--- src/rtl/data_latch_ctrl_if.sv ---
// Bus bundle for data_latch_ctrl: CPU-side internal bus / ALU result,
// request handshake and external memory bus pins.
interface data_latch_ctrl_if #(
    parameter int WIDTH = 8
);
    logic             bus_disable;
    logic             res_to_dl;
    logic [WIDTH-1:0] res;
    logic [WIDTH-1:0] dl_in;
    logic             rd_req;
    logic             wr_req;
    logic [WIDTH-1:0] ext_din;
    logic             ext_ready;
    logic [WIDTH-1:0] ext_dout;
    logic             ext_oe;
    logic             ext_rd;
    logic             ext_wr;
    logic [WIDTH-1:0] dl_out;
    logic             busy;
    logic             done;

    // Core / memory side that drives requests and observes the latch
    modport master (
        output bus_disable, res_to_dl, res, dl_in, rd_req, wr_req, ext_din, ext_ready,
        input  ext_dout, ext_oe, ext_rd, ext_wr, dl_out, busy, done
    );

    // The latch controller itself
    modport slave (
        input  bus_disable, res_to_dl, res, dl_in, rd_req, wr_req, ext_din, ext_ready,
        output ext_dout, ext_oe, ext_rd, ext_wr, dl_out, busy, done
    );
endinterface

--- src/rtl/data_latch_ctrl.sv ---
// Data latch between the internal data bus (DL) and the external data bus.
// Runs sequenced external read/write cycles (setup, strobe with wait states
// and ready, hold) and keeps the last read/write data like a bus keeper.
module data_latch_ctrl #(
    parameter int               WIDTH       = 8,
    parameter int               WAIT_CYCLES = 0,
    parameter logic [WIDTH-1:0] KEEP_INIT   = '1
) (
    input  logic              CLK,
    input  logic              nRESET,
    data_latch_ctrl_if.slave  bus
);

    if (WAIT_CYCLES < 0 || WAIT_CYCLES > 15) begin : gBadWait
        $error("data_latch_ctrl: WAIT_CYCLES must be within 0..15");
    end

    localparam logic [3:0] WaitLimit = 4'(WAIT_CYCLES);

    typedef enum logic [1:0] {
        IDLE   = 2'd0,
        SETUP  = 2'd1,
        ACCESS = 2'd2,
        HOLD   = 2'd3
    } state_e;

    state_e           state_q,   state_d;
    logic             isWrite_q, isWrite_d;
    logic [3:0]       cnt_q,     cnt_d;
    logic [WIDTH-1:0] rdLatch_q, rdLatch_d;
    logic [WIDTH-1:0] wrLatch_q, wrLatch_d;

    logic             oeRaw;
    logic             rdRaw;
    logic             wrRaw;
    logic             doneRaw;
    logic [WIDTH-1:0] dlBase;

    // State and latch registers; reset returns latches to the precharged value
    always_ff @(posedge CLK or negedge nRESET) begin
        if (!nRESET) begin
            state_q   <= IDLE;
            isWrite_q <= 1'b0;
            cnt_q     <= 4'd0;
            rdLatch_q <= KEEP_INIT;
            wrLatch_q <= KEEP_INIT;
        end else begin
            state_q   <= state_d;
            isWrite_q <= isWrite_d;
            cnt_q     <= cnt_d;
            rdLatch_q <= rdLatch_d;
            wrLatch_q <= wrLatch_d;
        end
    end

    // Next-state logic; everything freezes while the bus is released
    always_comb begin
        state_d   = state_q;
        isWrite_d = isWrite_q;
        cnt_d     = cnt_q;
        rdLatch_d = rdLatch_q;
        wrLatch_d = wrLatch_q;
        if (!bus.bus_disable) begin
            case (state_q)
                IDLE: begin
                    if (bus.wr_req) begin
                        isWrite_d = 1'b1;
                        wrLatch_d = bus.dl_in;
                        state_d   = SETUP;
                    end else if (bus.rd_req) begin
                        isWrite_d = 1'b0;
                        state_d   = SETUP;
                    end
                end
                SETUP: begin
                    cnt_d   = 4'd0;
                    state_d = ACCESS;
                end
                ACCESS: begin
                    if (cnt_q < WaitLimit) begin
                        cnt_d = cnt_q + 4'd1;
                    end else if (bus.ext_ready) begin
                        state_d = HOLD;
                        if (!isWrite_q) begin
                            rdLatch_d = bus.ext_din;
                        end
                    end
                end
                HOLD: begin
                    state_d = IDLE;
                end
                default: begin
                    state_d = IDLE;
                end
            endcase
        end
    end

    // Moore strobe decode from the state, then gated off while the bus is released
    always_comb begin
        oeRaw   = 1'b0;
        rdRaw   = 1'b0;
        wrRaw   = 1'b0;
        doneRaw = 1'b0;
        case (state_q)
            SETUP: begin
                oeRaw = isWrite_q;
            end
            ACCESS: begin
                oeRaw = isWrite_q;
                rdRaw = !isWrite_q;
                wrRaw = isWrite_q;
            end
            HOLD: begin
                oeRaw   = isWrite_q;
                doneRaw = 1'b1;
            end
            default: begin
                oeRaw = 1'b0;
            end
        endcase
    end

    assign bus.ext_oe   = oeRaw   & !bus.bus_disable;
    assign bus.ext_rd   = rdRaw   & !bus.bus_disable;
    assign bus.ext_wr   = wrRaw   & !bus.bus_disable;
    assign bus.done     = doneRaw & !bus.bus_disable;
    assign bus.busy     = (state_q != IDLE);
    assign bus.ext_dout = wrLatch_q;

    // Open-drain style merge: a released bus floats high, any zero bit pulls down
    assign dlBase     = bus.bus_disable ? {WIDTH{1'b1}} : rdLatch_q;
    assign bus.dl_out = bus.res_to_dl ? (dlBase & bus.res) : dlBase;

endmodule

--- src/flat_wrapper.sv ---
// flat-port wrapper written by rule: the top's interface ports become plain ports
module data_latch_ctrl_flat 
#(
    parameter int               WIDTH       = 8,
    parameter int               WAIT_CYCLES = 0,
    parameter logic [WIDTH-1:0] KEEP_INIT   = '1
)
  (CLK, nRESET, bus_bus_disable, bus_res_to_dl, bus_res, bus_dl_in, bus_rd_req, bus_wr_req, bus_ext_din, bus_ext_ready, bus_ext_dout, bus_ext_oe, bus_ext_rd, bus_ext_wr, bus_dl_out, bus_busy, bus_done);
  data_latch_ctrl_if #(.WIDTH(WIDTH)) bus_i ();
  input  logic CLK;
  input  logic nRESET;
  input wire logic [$bits(bus_i.bus_disable)-1:0] bus_bus_disable;
  input wire logic [$bits(bus_i.res_to_dl)-1:0] bus_res_to_dl;
  input wire logic [$bits(bus_i.res)-1:0] bus_res;
  input wire logic [$bits(bus_i.dl_in)-1:0] bus_dl_in;
  input wire logic [$bits(bus_i.rd_req)-1:0] bus_rd_req;
  input wire logic [$bits(bus_i.wr_req)-1:0] bus_wr_req;
  input wire logic [$bits(bus_i.ext_din)-1:0] bus_ext_din;
  input wire logic [$bits(bus_i.ext_ready)-1:0] bus_ext_ready;
  output wire logic [$bits(bus_i.ext_dout)-1:0] bus_ext_dout;
  output wire logic [$bits(bus_i.ext_oe)-1:0] bus_ext_oe;
  output wire logic [$bits(bus_i.ext_rd)-1:0] bus_ext_rd;
  output wire logic [$bits(bus_i.ext_wr)-1:0] bus_ext_wr;
  output wire logic [$bits(bus_i.dl_out)-1:0] bus_dl_out;
  output wire logic [$bits(bus_i.busy)-1:0] bus_busy;
  output wire logic [$bits(bus_i.done)-1:0] bus_done;
  assign bus_i.bus_disable = bus_bus_disable;
  assign bus_i.res_to_dl = bus_res_to_dl;
  assign bus_i.res = bus_res;
  assign bus_i.dl_in = bus_dl_in;
  assign bus_i.rd_req = bus_rd_req;
  assign bus_i.wr_req = bus_wr_req;
  assign bus_i.ext_din = bus_ext_din;
  assign bus_i.ext_ready = bus_ext_ready;
  assign bus_ext_dout = bus_i.ext_dout;
  assign bus_ext_oe = bus_i.ext_oe;
  assign bus_ext_rd = bus_i.ext_rd;
  assign bus_ext_wr = bus_i.ext_wr;
  assign bus_dl_out = bus_i.dl_out;
  assign bus_busy = bus_i.busy;
  assign bus_done = bus_i.done;
  data_latch_ctrl #(.WIDTH(WIDTH), .WAIT_CYCLES(WAIT_CYCLES), .KEEP_INIT(KEEP_INIT)) u_core (.CLK(CLK), .nRESET(nRESET), .bus(bus_i));
endmodule
--- config.mk ---
export PLATFORM = sky130hd
export DESIGN_NAME = data_latch_ctrl_flat
export DESIGN_NICKNAME = d
export VERILOG_FILES = /design/src/rtl/data_latch_ctrl_if.sv /design/src/rtl/data_latch_ctrl.sv /design/src/flat_wrapper.sv
export SDC_FILE = /design/constraint.sdc
export NUM_CORES = 1
export LEC_CHECK = 0
export ABC_AREA = 0
export ABC_CLOCK_PERIOD_IN_PS = 1550
export BUFFER_PORTS_ARGS = -buffer_cell sky130_fd_sc_hd__buf_2
export CAP_MARGIN = 20
export CORE_ASPECT_RATIO = 0.9
export CORE_UTILIZATION = 39
export DETAILED_ROUTE_END_ITERATION = 10
export PLACE_DENSITY = 0.73
export SYNTH_ARGS = -nofsm -noshare
export SYNTH_HDL_FRONTEND = slang
export SYNTH_SLANG_ARGS = --single-unit
--- constraint.sdc ---
create_clock -name CLK -period 1.55 [get_ports CLK]
set_input_delay 0.155 -clock CLK [delete_from_list [all_inputs] [get_ports CLK]]
set_output_delay 0.155 -clock CLK [all_outputs]
set_load 0.03 [all_outputs]
==> summary.md, run 1 <==
| Metric | Value |
|---|---|
| Result of the run | complete, but fails checks |
| Failing checks | negative setup slack |
| Number of detailed-route iterations in the first pass | 4 |
| Worst Reg-to-Reg Cells | 5 |
| Number of cells on the critical path | 4 |
| Remaining DRCs | 0 |
| Number of buffers inserted during clock tree synthesis | 3 |
| Data required time at the worst endpoint | about 1400 ps |
| Std-Cell Core Area | 2450 um^2 |
| IR Drop Worst-Case VDD | between 1 and 1.5 mV |
| Cell Chain, Critical Path | inv_2 -> ha_4 -> and3b_1 -> buf_2 |
| Largest clock skew in the final design | between 3 and 4 ps |
| Path category of the worst min-delay check | input port to register |
| Iteration-0 DRC count of the detailed router | 8 |
| Worst-case headroom to the max-slew limit | 0.724 |
| Main synth FF type | sky130_fd_sc_hd__dfstp_2 |
| Number of antenna violations at the first check in global routing | 0 |
| Total net switching power | between 0.001 and 0.0015 W |
| Max-slew violations | 0 |
| Number of global-route vias before repair | roughly 770 |
| Cell taking the most area after synthesis | sky130_fd_sc_hd__dfstp_2 |
| Filler cell count in the final layout | around 220 |
| Worst-case clock buffer depth | 2 |
| Worst hold slack after final layout | between 80 and 90 ps |
| Largest net degree at the start of global routing | 20 |
| Net count, final | around 180 |
| Mean post-synth cell area | ~12 um^2 |
| CTS tree | built |
| Number of vias in the routed layout | 792 |
| Synthesis-to-finish area growth | 39.6% |
| Worst path buffer plus inverter count | 2 |
| Comb pwr share | 0.528 |
| Share of total power in sequential cells | 0.381 |
| Remaining global-route overflow | 0 |
| Yosys Warn Count | 0 |
| Ant. Diodes | 0 |
| Min setup slack post-route | -0.384 ps |
| Delay of the slowest critical-path stage | roughly 410 ps |
| Number of storage elements in the synthesis netlist | 19 |
| Setup violation total in the final timing report | 1 |
| Combined area of the multi-input logic cells | roughly 490 um^2 |
| Routability congestion estimate | between 0.6 and 0.7 |
| Starting utilization of the core area | 0.409 |
| Largest fanout of any net on the critical path | 4 |
| DRT antenna net count | 0 |
| Post-synth EDFFs | 0 |
| Total wirelength of the detailed-routed design | between 2000 and 2500 um |
| Sw frac | 0.400 |
| Reg clk slew, reported paths | approximately 110 ps |
| First-pass GRT wire length | about 3400 um |
| Internal power contribution | 0.00165 W |
| Setup slack after placement | -108 ps |
| Area share of the largest cell type after synthesis | 0.420 |
| Total number of H-tree levels | 1 |
| Category of the worst setup path launch point | register |
| Transition time at the pin with the least slew margin | ~410 ps |
| Maximum Capacitance Violations | 0 |
| Share of post-route cells with drive strength above 1 | 0.721 |
| Slowest cell on the critical path | sky130_fd_sc_hd__dfrtp_1 |
| Unrepaired setup endpoints after global routing | true |
| Cell at the root of the clock tree | sky130_fd_sc_hd__clkbuf_4 |
| Crit path max-delay family | flip-flops |
| Top post-synthesis cells by area | sky130_fd_sc_hd__dfstp_2 42%, sky130_fd_sc_hd__mux2_4 12%, sky130_fd_sc_hd__mux2_2 10% |
| Die outline width | around 55 um |
| Routed wire length per instance | roughly 12 um |
| Startpoint-to-endpoint class of the critical path | register to output pin |
| Total global-route track usage | 0.155 |
| Critical Path End | bus_ext_wr |
| Leakage power summed over all cells | 0.712 nW |
| Reg-to-reg critical path startpoint | u_core.state_q[0]$_DFFE_PN0P_ |
| Final Critical Period | roughly 1600 ps |
| Count of final hold-check violations | 0 |
| Fraction of the yosys area taken by sequential cells | 0.495 |
| Final critical-path share of the clock period | 1.00 |
| HPWL Detailed | between 1500 and 2000 um |
| Critical Path Source | u_core.state_q[0]$_DFFE_PN0P_ |
| Worst hold path stage count | 2 |
| Number of instances in the synthesized netlist | between 80 and 90 |
| Endpoint of the worst-slack reg-to-reg timing path | u_core.rdLatch_q[4]$_DFFE_PN1P_ |
| R2r setup slk | -0.4 ps |
| Number of placement rows | 17 |
| Number of sinks on the clock net | 19 |
| # IOs | between 50 and 60 |
| Proportion of power drawn by the clock network | 0.090 |
| Detailed-route vias per instance | approximately 4.7 |
| Reg area | slightly below 500 um^2 |
| Total nets after synthesis | about 120 |
| Maximum achievable frequency | roughly 0.65 GHz |
| Clock network latency to the later pin of the worst-skew pair | 300 ps |
| Y dimension of the die | ~50 um |
| Power per unit of standard cell area | approximately 2000 nW/um^2 |
| Critical Path End Type | output pin |
| Port Buf Inserts | a little over 50 |
| Number of library cell types mapped by synthesis | 21 |
| Die footprint | around 2800 um^2 |
| Arr. time, crit path | 1400 ps |
| Fraction of synthesis flops using an asynchronous set or reset pin | 1.00 |
| Post-Synthesis Cell Area | approximately 1000 um^2 |
## cell usage after synthesis (all sizes together) (2+ instances only)
master,number
a21oi,8
buf,2
dfrtp,3
dfstp,16
ha,4
inv,12
mux2,17
nand2,2
nand3b,2
nor2,10
nor3b,2
## what timing repair did
action / 4_1_cts / 5_1_grt
endpoints found under the setup margin: 3 / 21
hold endpoints to repair: 3 / 0
hold buffers: 1 / 0
gates resized for setup: 5 / 9
pin swaps: 0 / 1
buffers inserted: 0 / 1
## cell families (layout without fill, tap and decap cells)
family | count (synthesis) | after routing | synth area share
flops | 19 | 19 | 0.495
mux | 18 | 18 | 0.231
buf+inv | 15 | 71 | 0.0675
fa+ha+maj | 4 | 4 | 0.0500
simple gates | 19 | 19 | 0.108
compound gates | 9 | 9 | 0.0488
## sequential cells by signal, indices dropped and copies added, names as in the netlist
register and flops:
u_core.bus.ext_dout 8, u_core.rdLatch_q 8, u_core.state_q 2, u_core.isWrite_q 1
## through the flow
step	instances	cell area [um^2]	TNS [ps]	power (W)	utilization
finish	168	1400	-0.384	0.00275	0.571
CTS	167	1360	0	0.00268	0.555
global placement	162	1300	0	0.00232	0.532
detailed placement	162	1300	-108	0.00237	0.532
floorplan	84	1020	-1130	0.00201	-
global route	168	1400	-600	0.00292	0.571
## worst min path at each step
stage,start,endpoint,slack [ps]
6_report,bus_ext_din[2],u_core.rdLatch_q[2]$_DFFE_PN1P_,80
5_1_grt,bus_ext_din[2],u_core.rdLatch_q[2]$_DFFE_PN1P_,60
4_1_cts,bus_ext_din[2],u_core.rdLatch_q[2]$_DFFE_PN1P_,70
3_5_place_dp,nRESET,u_core.isWrite_q$_DFFE_PN0P_,110
3_3_place_gp,nRESET,u_core.isWrite_q$_DFFE_PN0P_,100
2_1_floorplan,nRESET,u_core.isWrite_q$_DFFE_PN0P_,-140
## layer usage
metal	global-route usage	up-vias	wire length [um]
li1	-	388	-
met1	0.194	361	894
met2	0.275	41	993
met3	0.0236	2	144
met4	0.0500	0	11
met5	0	-	0
## cells in the final DEF, fill, tap and decap left out, types with 2 or more instances in the layout
master and instances:
sky130_fd_sc_hd__a21oi_1 8, sky130_fd_sc_hd__buf_2 47, sky130_fd_sc_hd__buf_4 6, sky130_fd_sc_hd__clkbuf_4 3, sky130_fd_sc_hd__dfrtp_1 2, sky130_fd_sc_hd__dfstp_2 16
sky130_fd_sc_hd__ha_1 2, sky130_fd_sc_hd__ha_4 2, sky130_fd_sc_hd__inv_1 10, sky130_fd_sc_hd__inv_2 2, sky130_fd_sc_hd__mux2_2 9, sky130_fd_sc_hd__mux2_4 8
sky130_fd_sc_hd__nand2_1 2, sky130_fd_sc_hd__nor2_1 10
## power groups by stage
stage | Sequential, W | Clock, W | Combinational (W)
floorplan | 0.00126 | 0 | 0.000754
global placement | 0.00103 | 0 | 0.00129
detailed placement | 0.00105 | 0 | 0.00133
CTS | 0.00104 | 0.000262 | 0.00138
global route | 0.00108 | 0.000285 | 0.00155
finish | 0.00105 | 0.000248 | 0.00145
## final cells by class
cell class | instances | share of cell area
Timing Repair Buffer | 55 | 0.216
Tap cell | 28 | 0.0251
Sequential cell | 19 | 0.355
Clock buffer | 3 | 0.0161
Clock inverter | 1 | 0.00358
Inverter | 12 | 0.0322
Multi-Input combinational cell | 50 | 0.352
Note: power is estimated with default switching activity, not from simulation.
==> run 2: changes to the inputs <==
Settings changed: CAP_MARGIN 20 to not set, CORE_ASPECT_RATIO 0.9 to not set.
==> run 2 against run 1 <==
Effect of this change:
- the run still ends with negative setup slack left
- sequential power barely moved
- cell count did not move
- clock power fell by 4%
- critical path depth rose by 1
- count of clock-buffer cells in the layout rose by 1
- routed wire length fell by 3.7%
- first-iteration DRC count fell by 63%
- power rose by 0.16%
- via count fell by 0.51%
- die area barely moved
- clock skew rose by 4.3 ps
- combinational power barely moved
- largest cell class unchanged
- largest power group unchanged
- highest routed layer is now met3
==> summary.md, run 2 (synthesis gave the netlist of run 1 again) <==
| Metric | Value |
|---|---|
| Result of the run | complete, but fails checks (unchanged) |
| Failing checks | negative setup slack (unchanged) |
| Synthesis-to-finish area growth | 40.1% (was 39.6%) |
| Path category of the worst min-delay check | input port to register (unchanged) |
| Number of global-route vias before repair | 731 (was 772) |
| Final critical-path share of the clock period | 1.01 (was 1.00) |
| Maximum Capacitance Violations | 0 (unchanged) |
| Share of total power in sequential cells | 0.380 (was 0.381) |
| Ant. Diodes | 0 (unchanged) |
| Crit path max-delay family | simple AND/OR/NAND/NOR gates (was flip-flops) |
| Port Buf Inserts | 51 (unchanged) |
| CTS tree | built (unchanged) |
| Largest fanout of any net on the critical path | 8 (was 4) |
| Sw frac | 0.396 (was 0.400) |
| Slowest cell on the critical path | sky130_fd_sc_hd__dfrtp_1 (unchanged) |
| Number of buffers inserted during clock tree synthesis | 3 (unchanged) |
| Core occupancy in the finished layout | 0.605 (was 0.571) |
| Total number of H-tree levels | 1 (unchanged) |
| Min setup slack post-route | -16.6 ps (was -0.384 ps) |
| Largest clock skew in the final design | 7.83 ps (was 3.57 ps) |
| Number of detailed-route iterations in the first pass | 4 (unchanged) |
| Worst path buffer plus inverter count | 1 (was 2) |
| Detailed-route vias per instance | 4.69 (was 4.71) |
| Commonest cells after routing, fill and taps aside | 46 x sky130_fd_sc_hd__buf_2, 16 x sky130_fd_sc_hd__dfstp_2, 10 x sky130_fd_sc_hd__inv_1, 10 x sky130_fd_sc_hd__nor2_1, 9 x sky130_fd_sc_hd__mux2_2 (was 47 x sky130_fd_sc_hd__buf_2, 16 x sky130_fd_sc_hd__dfstp_2, 10 x sky130_fd_sc_hd__inv_1, 10 x sky130_fd_sc_hd__nor2_1, 9 x sky130_fd_sc_hd__mux2_2) |
| Worst hold path stage count | 2 (unchanged) |
| Total net switching power | 0.00109 W (was 0.00110 W) |
| Number of vias in the routed layout | 788 (was 792) |
| Remaining global-route overflow | 0 (unchanged) |
| Delay of the slowest critical-path stage | 410 ps (about the same) |
| Share of post-route cells with drive strength above 1 | 0.707 (was 0.721) |
| HPWL Detailed | 1420 um (was 1510 um) |
| Number of cells on the critical path | 5 (was 4) |
| Number of standard cells in the final layout excluding fillers | 168 (unchanged) |
| Cell Chain, Critical Path | inv_2 -> ha_4 -> nor3b_4 -> and2_4 -> mux2_4 (was inv_2 -> ha_4 -> and3b_1 -> buf_2) |
| Worst Reg-to-Reg Cells | 5 (unchanged) |
| Die footprint | 2770 um^2 (about the same) |
| Proportion of power drawn by the clock network | 0.086 (was 0.090) |
| Total wirelength of the detailed-routed design | 1970 um (was 2040 um) |
| Leakage power summed over all cells | 0.719 nW (was 0.712 nW) |
| Total global-route track usage | 0.149 (was 0.155) |
| IR Drop Worst-Case VDD | 1.36 mV (was 1.12 mV) |
| Worst hold slack after final layout | 90.5 ps (was 81.4 ps) |
| Filler cell count in the final layout | 202 (was 224) |
| Power per unit of standard cell area | 1960 nW/um^2 (was 1970 nW/um^2) |
| Data required time at the worst endpoint | 1770 ps (was 1390 ps) |
| Number of placement rows | 17 (unchanged) |
| Cell at the root of the clock tree | sky130_fd_sc_hd__clkbuf_4 (unchanged) |
| Comb pwr share | 0.534 (was 0.528) |
| Number of antenna violations at the first check in global routing | 0 (unchanged) |
| Category of the worst setup path launch point | register (unchanged) |
| Post-Place Cells | 162 (unchanged) |
| DRT antenna net count | 0 (unchanged) |
| Largest net degree at the start of global routing | 20 (unchanged) |
| Remaining DRCs | 0 (unchanged) |
| Transition time at the pin with the least slew margin | 402 ps (was 415 ps) |
| Number of sinks on the clock net | 19 (unchanged) |
| Most common cell after layout, fill and taps aside | sky130_fd_sc_hd__buf_2 (unchanged) |
| Worst-case headroom to the max-slew limit | 0.732 (was 0.724) |
| Critical Path End Type | register (was output pin) |
| Reg clk slew, reported paths | 100 ps (was 110 ps) |
| First-pass GRT wire length | 3040 um (was 3380 um) |
| Sum of internal, switching and leakage power | 0.00275 W (about the same) |
| Iteration-0 DRC count of the detailed router | 3 (was 8) |
| Starting utilization of the core area | 0.432 (was 0.409) |
| Startpoint-to-endpoint class of the critical path | register to register (was register to output pin) |
| Setup violation total in the final timing report | 7 (was 1) |
| Worst-case clock buffer depth | 2 (unchanged) |
| Routability congestion estimate | 0.696 (was 0.685) |
| Die outline width | 52.7 um (was 55.4 um) |
| Final Critical Period | 1570 ps (was 1550 ps) |
| Std-Cell Core Area | 2320 um^2 (was 2450 um^2) |
| Routed wire length per instance | 11.7 um (was 12.2 um) |
| Net count, final | 176 (unchanged) |
| Clock network latency to the later pin of the worst-skew pair | 290 ps (was 300 ps) |
| Count of final hold-check violations | 0 (unchanged) |
| Internal power contribution | 0.00166 W (was 0.00165 W) |
| Unrepaired setup endpoints after global routing | true (unchanged) |
| Arr. time, crit path | 1780 ps (was 1400 ps) |
| Max-slew violations | 0 (unchanged) |
| # IOs | 52 (unchanged) |
| Maximum achievable frequency | 0.638 GHz (was 0.645 GHz) |
| Y dimension of the die | 52.7 um (was 50.1 um) |
-- run 2: power groups by stage --
stage	Clock (W)	Sequential [W]	Combinational, W
after global routing	0.000275	0.00108	0.00157
after floorplan	0	0.00126	0.000754
after CTS	0.000255	0.00104	0.00134
after global placement	0	0.00103	0.00129
final	0.000237	0.00105	0.00147
after detailed placement	0	0.00105	0.00131
-- run 2: worst paths after layout --
kind | endpoint | slack, ps | start
max in group asynchronous | u_core.bus.ext_dout[7]$_DFFE_PN1P_ | 890 | nRESET
min reg2reg | u_core.isWrite_q$_DFFE_PN0P_ | 610 | u_core.isWrite_q$_DFFE_PN0P_
max | u_core.rdLatch_q[2]$_DFFE_PN1P_ | -20 | u_core.state_q[0]$_DFFE_PN0P_
max reg2reg | u_core.rdLatch_q[2]$_DFFE_PN1P_ | -20 | u_core.state_q[0]$_DFFE_PN0P_
min | u_core.bus.ext_dout[2]$_DFFE_PN1P_ | 90 | bus_dl_in[2]
min in group asynchronous | u_core.isWrite_q$_DFFE_PN0P_ | 330 | nRESET
-- run 2: repair_timing --
item                                    in CTS  in global routing
resized for setup                            2                 13
endpoints found under the hold margin        3                  0
endpoints found under the setup margin       1                 21
hold buffers                                 1                  0
setup buffers                                0                  1
pin swaps                                    0                  1
-- run 2: metal layers --
layer / GRT usage / part of all wire / wire (um)
met5: 0 / 0 / 0
met4: 0.0395 / 0 / 0
met3: 0.0290 / 0.081 / 159
met2: 0.259 / 0.47 / 933
met1: 0.185 / 0.44 / 874
-- run 2: worst reg2reg max path, delay by kind of cell (launching register included) --
| kind | cells | cell delay [ps] |
|---|---|---|
| mux | 1 | 320 |
| fa+ha+maj | 1 | 180 |
| flops | 1 | 410 |
| buf+inv | 1 | 130 |
| simple gates | 2 | 450 |
-- run 2: per-stage QoR --
stage               instance area [um^2]  setup WS (ps)  TNS [ps]
global placement                    1300           20.6         0
detailed placement                  1300          -64.6     -64.6
floorplan                           1020           -138     -1130
global route                        1400          -88.1      -747
CTS                                 1350           9.52         0
finish                              1400          -16.6     -65.9
-- run 2: layout make-up --
cell class | count | area (um^2) | share of cell area
clock buffers | 4 | 26.3 | 0.0187
inverters | 12 | 45.0 | 0.0321
multi-input cells | 50 | 495 | 0.353
flip-flops and latches | 19 | 497 | 0.354
well taps | 28 | 35.0 | 0.0250
repair buffers | 55 | 304 | 0.217
==> run 3: changes to the inputs <==
Settings changed: CAP_MARGIN set to 40, CORE_MARGIN set to 5, SETUP_SLACK_MARGIN set to 0.1.
==> run 3 against run 2 <==
Effect of this change:
- the run now ends clean
- critical endpoint unchanged
- routed wire length is 8.5% higher
- largest power group unchanged
- sequential cell count stayed put
- global-route usage is 3.0 points lower
- setup slack better by 55 ps
==> summary.md, run 3 (synthesis gave the netlist of run 1 again) <==
| Metric | Value |
|---|---|
| Count of final hold-check violations | 0 (unchanged) |
| Setup violation total in the final timing report | 0 (was 7) |
| Final critical-path share of the clock period | 0.975 (was 1.01) |
| Die footprint | 3680 um^2 (was 2770 um^2) |
| Largest net degree at the start of global routing | 20 (unchanged) |
| Result of the run | finished clean (was complete, but fails checks) |
| Number of detailed-route iterations in the first pass | 2 (was 4) |
| Detailed-route vias per instance | 4.60 (was 4.69) |
| Commonest cells after routing, fill and taps aside | 45 x sky130_fd_sc_hd__buf_2, 16 x sky130_fd_sc_hd__dfstp_2, 10 x sky130_fd_sc_hd__inv_1, 10 x sky130_fd_sc_hd__nor2_1, 9 x sky130_fd_sc_hd__mux2_2 (was 46 x sky130_fd_sc_hd__buf_2, 16 x sky130_fd_sc_hd__dfstp_2, 10 x sky130_fd_sc_hd__inv_1, 10 x sky130_fd_sc_hd__nor2_1, 9 x sky130_fd_sc_hd__mux2_2) |
| Critical Path End Type | register (unchanged) |
| Path category of the worst min-delay check | input port to register (unchanged) |
| Filler cell count in the final layout | 237 (was 202) |
| Post-Place Cells | 164 (was 162) |
| Most common cell after layout, fill and taps aside | sky130_fd_sc_hd__buf_2 (unchanged) |
| Std-Cell Core Area | 2480 um^2 (was 2320 um^2) |
| Maximum Capacitance Violations | 0 (unchanged) |
| Remaining global-route overflow | 0 (unchanged) |
| Category of the worst setup path launch point | register (unchanged) |
| CTS tree | built (unchanged) |
| Sum of internal, switching and leakage power | 0.00274 W (was 0.00275 W) |
| Number of standard cells in the final layout excluding fillers | 171 (was 168) |
| Net count, final | 177 (was 176) |
| Number of placement rows | 18 (was 17) |
| Ant. Diodes | 0 (unchanged) |
| Data required time at the worst endpoint | 1770 ps (about the same) |
| Remaining DRCs | 0 (unchanged) |
| Min setup slack post-route | 38.1 ps (was -16.6 ps) |
| Largest clock skew in the final design | 1.46 ps (was 7.83 ps) |
| First-pass GRT wire length | 3320 um (was 3040 um) |
| # IOs | 52 (unchanged) |
| Total wirelength of the detailed-routed design | 2130 um (was 1970 um) |
| Clock network latency to the later pin of the worst-skew pair | 280 ps (was 290 ps) |
| Number of buffers inserted during clock tree synthesis | 3 (unchanged) |
| Final Critical Period | 1510 ps (was 1570 ps) |
| Share of post-route cells with drive strength above 1 | 0.730 (was 0.707) |
| Fin Setup TNS | 0 ps (was -65.9 ps) |
| Cell at the root of the clock tree | sky130_fd_sc_hd__clkbuf_4 (unchanged) |
| Largest fanout of any net on the critical path | 8 (unchanged) |
| Starting utilization of the core area | 0.404 (was 0.432) |
| Synthesis-to-finish area growth | 41.9% (was 40.1%) |
| Maximum achievable frequency | 0.661 GHz (was 0.638 GHz) |
| Unrepaired setup endpoints after global routing | true (unchanged) |
| Setup slack after placement | -36.9 ps (was -64.6 ps) |
| Number of global-route vias before repair | 843 (was 731) |
| Number of antenna violations at the first check in global routing | 0 (unchanged) |
| Worst-case clock buffer depth | 2 (unchanged) |
| IR Drop Worst-Case VDD | 1.09 mV (was 1.36 mV) |
| Worst-case headroom to the max-slew limit | 0.738 (was 0.732) |
| Iteration-0 DRC count of the detailed router | 8 (was 3) |
| Die outline width | 60.7 um (was 52.7 um) |
| Number of sinks on the clock net | 19 (unchanged) |
| Leakage power summed over all cells | 0.729 nW (was 0.719 nW) |
| Worst hold slack after final layout | 97.8 ps (was 90.5 ps) |
| Number of vias in the routed layout | 787 (was 788) |
| DRT antenna net count | 0 (unchanged) |
| Transition time at the pin with the least slew margin | 394 ps (was 402 ps) |
| Port Buf Inserts | 51 (unchanged) |
| Startpoint-to-endpoint class of the critical path | register to register (unchanged) |
| HPWL Detailed | 1640 um (was 1420 um) |
| Arr. time, crit path | 1730 ps (was 1780 ps) |
| Routability congestion estimate | 0.663 (was 0.696) |
| Max-slew violations | 0 (unchanged) |
| Total number of H-tree levels | 1 (unchanged) |
| Total global-route track usage | 0.119 (was 0.149) |
| Y dimension of the die | 60.7 um (was 52.7 um) |
| Power per unit of standard cell area | 1930 nW/um^2 (was 1960 nW/um^2) |
| Routed wire length per instance | 12.5 um (was 11.7 um) |
| Reg clk slew, reported paths | 100 ps (about the same) |
[run 3: worst paths after layout]
| path | to | slack [ps] | cells after the start | start |
|---|---|---|---|---|
| worst max-delay path | u_core.rdLatch_q[2]$_DFFE_PN1P_ | 40 | 5 | u_core.state_q[0]$_DFFE_PN0P_ |
| min in group asynchronous | u_core.isWrite_q$_DFFE_PN0P_ | 340 | 2 | nRESET |
| max in group asynchronous | u_core.bus.ext_dout[1]$_DFFE_PN1P_ | 890 | 2 | nRESET |
| worst max register to register | u_core.rdLatch_q[2]$_DFFE_PN1P_ | 40 | 5 | u_core.state_q[0]$_DFFE_PN0P_ |
| worst min register to register | u_core.isWrite_q$_DFFE_PN0P_ | 590 | 2 | u_core.isWrite_q$_DFFE_PN0P_ |
| worst min-delay path | u_core.rdLatch_q[7]$_DFFE_PN1P_ | 100 | 2 | bus_ext_din[7] |
[run 3: per-stage QoR]
stage / area (um^2) / utilization
CTS: 1390 / 0.563
floorplan: 1020 / -
global placement: 1310 / 0.529
detailed placement: 1310 / 0.529
finish: 1420 / 0.573
global route: 1420 / 0.573
[run 3: cell type report]
| type | count | area [um^2] | share of cell area |
|---|---|---|---|
| clock buffer | 3 | 22.5 | 0.0159 |
| clock inverter | 1 | 5.00 | 0.00352 |
| inverter | 12 | 45.0 | 0.0317 |
| multi-input combinational | 50 | 492 | 0.346 |
| sequential | 19 | 497 | 0.350 |
| tap | 30 | 37.5 | 0.0264 |
| timing repair buffer | 56 | 322 | 0.226 |
[run 3: critical path, stage by stage (launching register included)]
cell and delay (ps):
sky130_fd_sc_hd__dfrtp_1 410, sky130_fd_sc_hd__inv_2 110, sky130_fd_sc_hd__ha_4 160, sky130_fd_sc_hd__nor3b_4 190, sky130_fd_sc_hd__and2_4 270, sky130_fd_sc_hd__mux2_4 320
[run 3: timing repair]
action                                 CTS  global route
endpoints found under the hold margin    3             0
buffers inserted                         2             0
pin swaps                                1             1
cloned                                   0             0
gates resized for setup                  9             9
setup endpoints to repair               22            16
hold buffers                             1             0
[run 3: layer usage]
metal | wire length, um | vias up | part of all wire | global-route usage
li1 | - | 392 | - | -
met1 | 780 | 354 | 0.37 | 0.130
met2 | 1070 | 39 | 0.50 | 0.224
met3 | 263 | 2 | 0.12 | 0.0298
met4 | 14 | 0 | 0.0066 | 0.0341
met5 | 0 | - | 0 | 0
[run 3: where the power goes]
part | total [W] | switching, W | internal, W
combinational | 0.00147 | 0.000796 | 0.000669
sequential | 0.00104 | 0.000151 | 0.000893
clock | 0.000234 | 0.000138 | 0.0000955
total | 0.00274 | 0.00109 | 0.00166
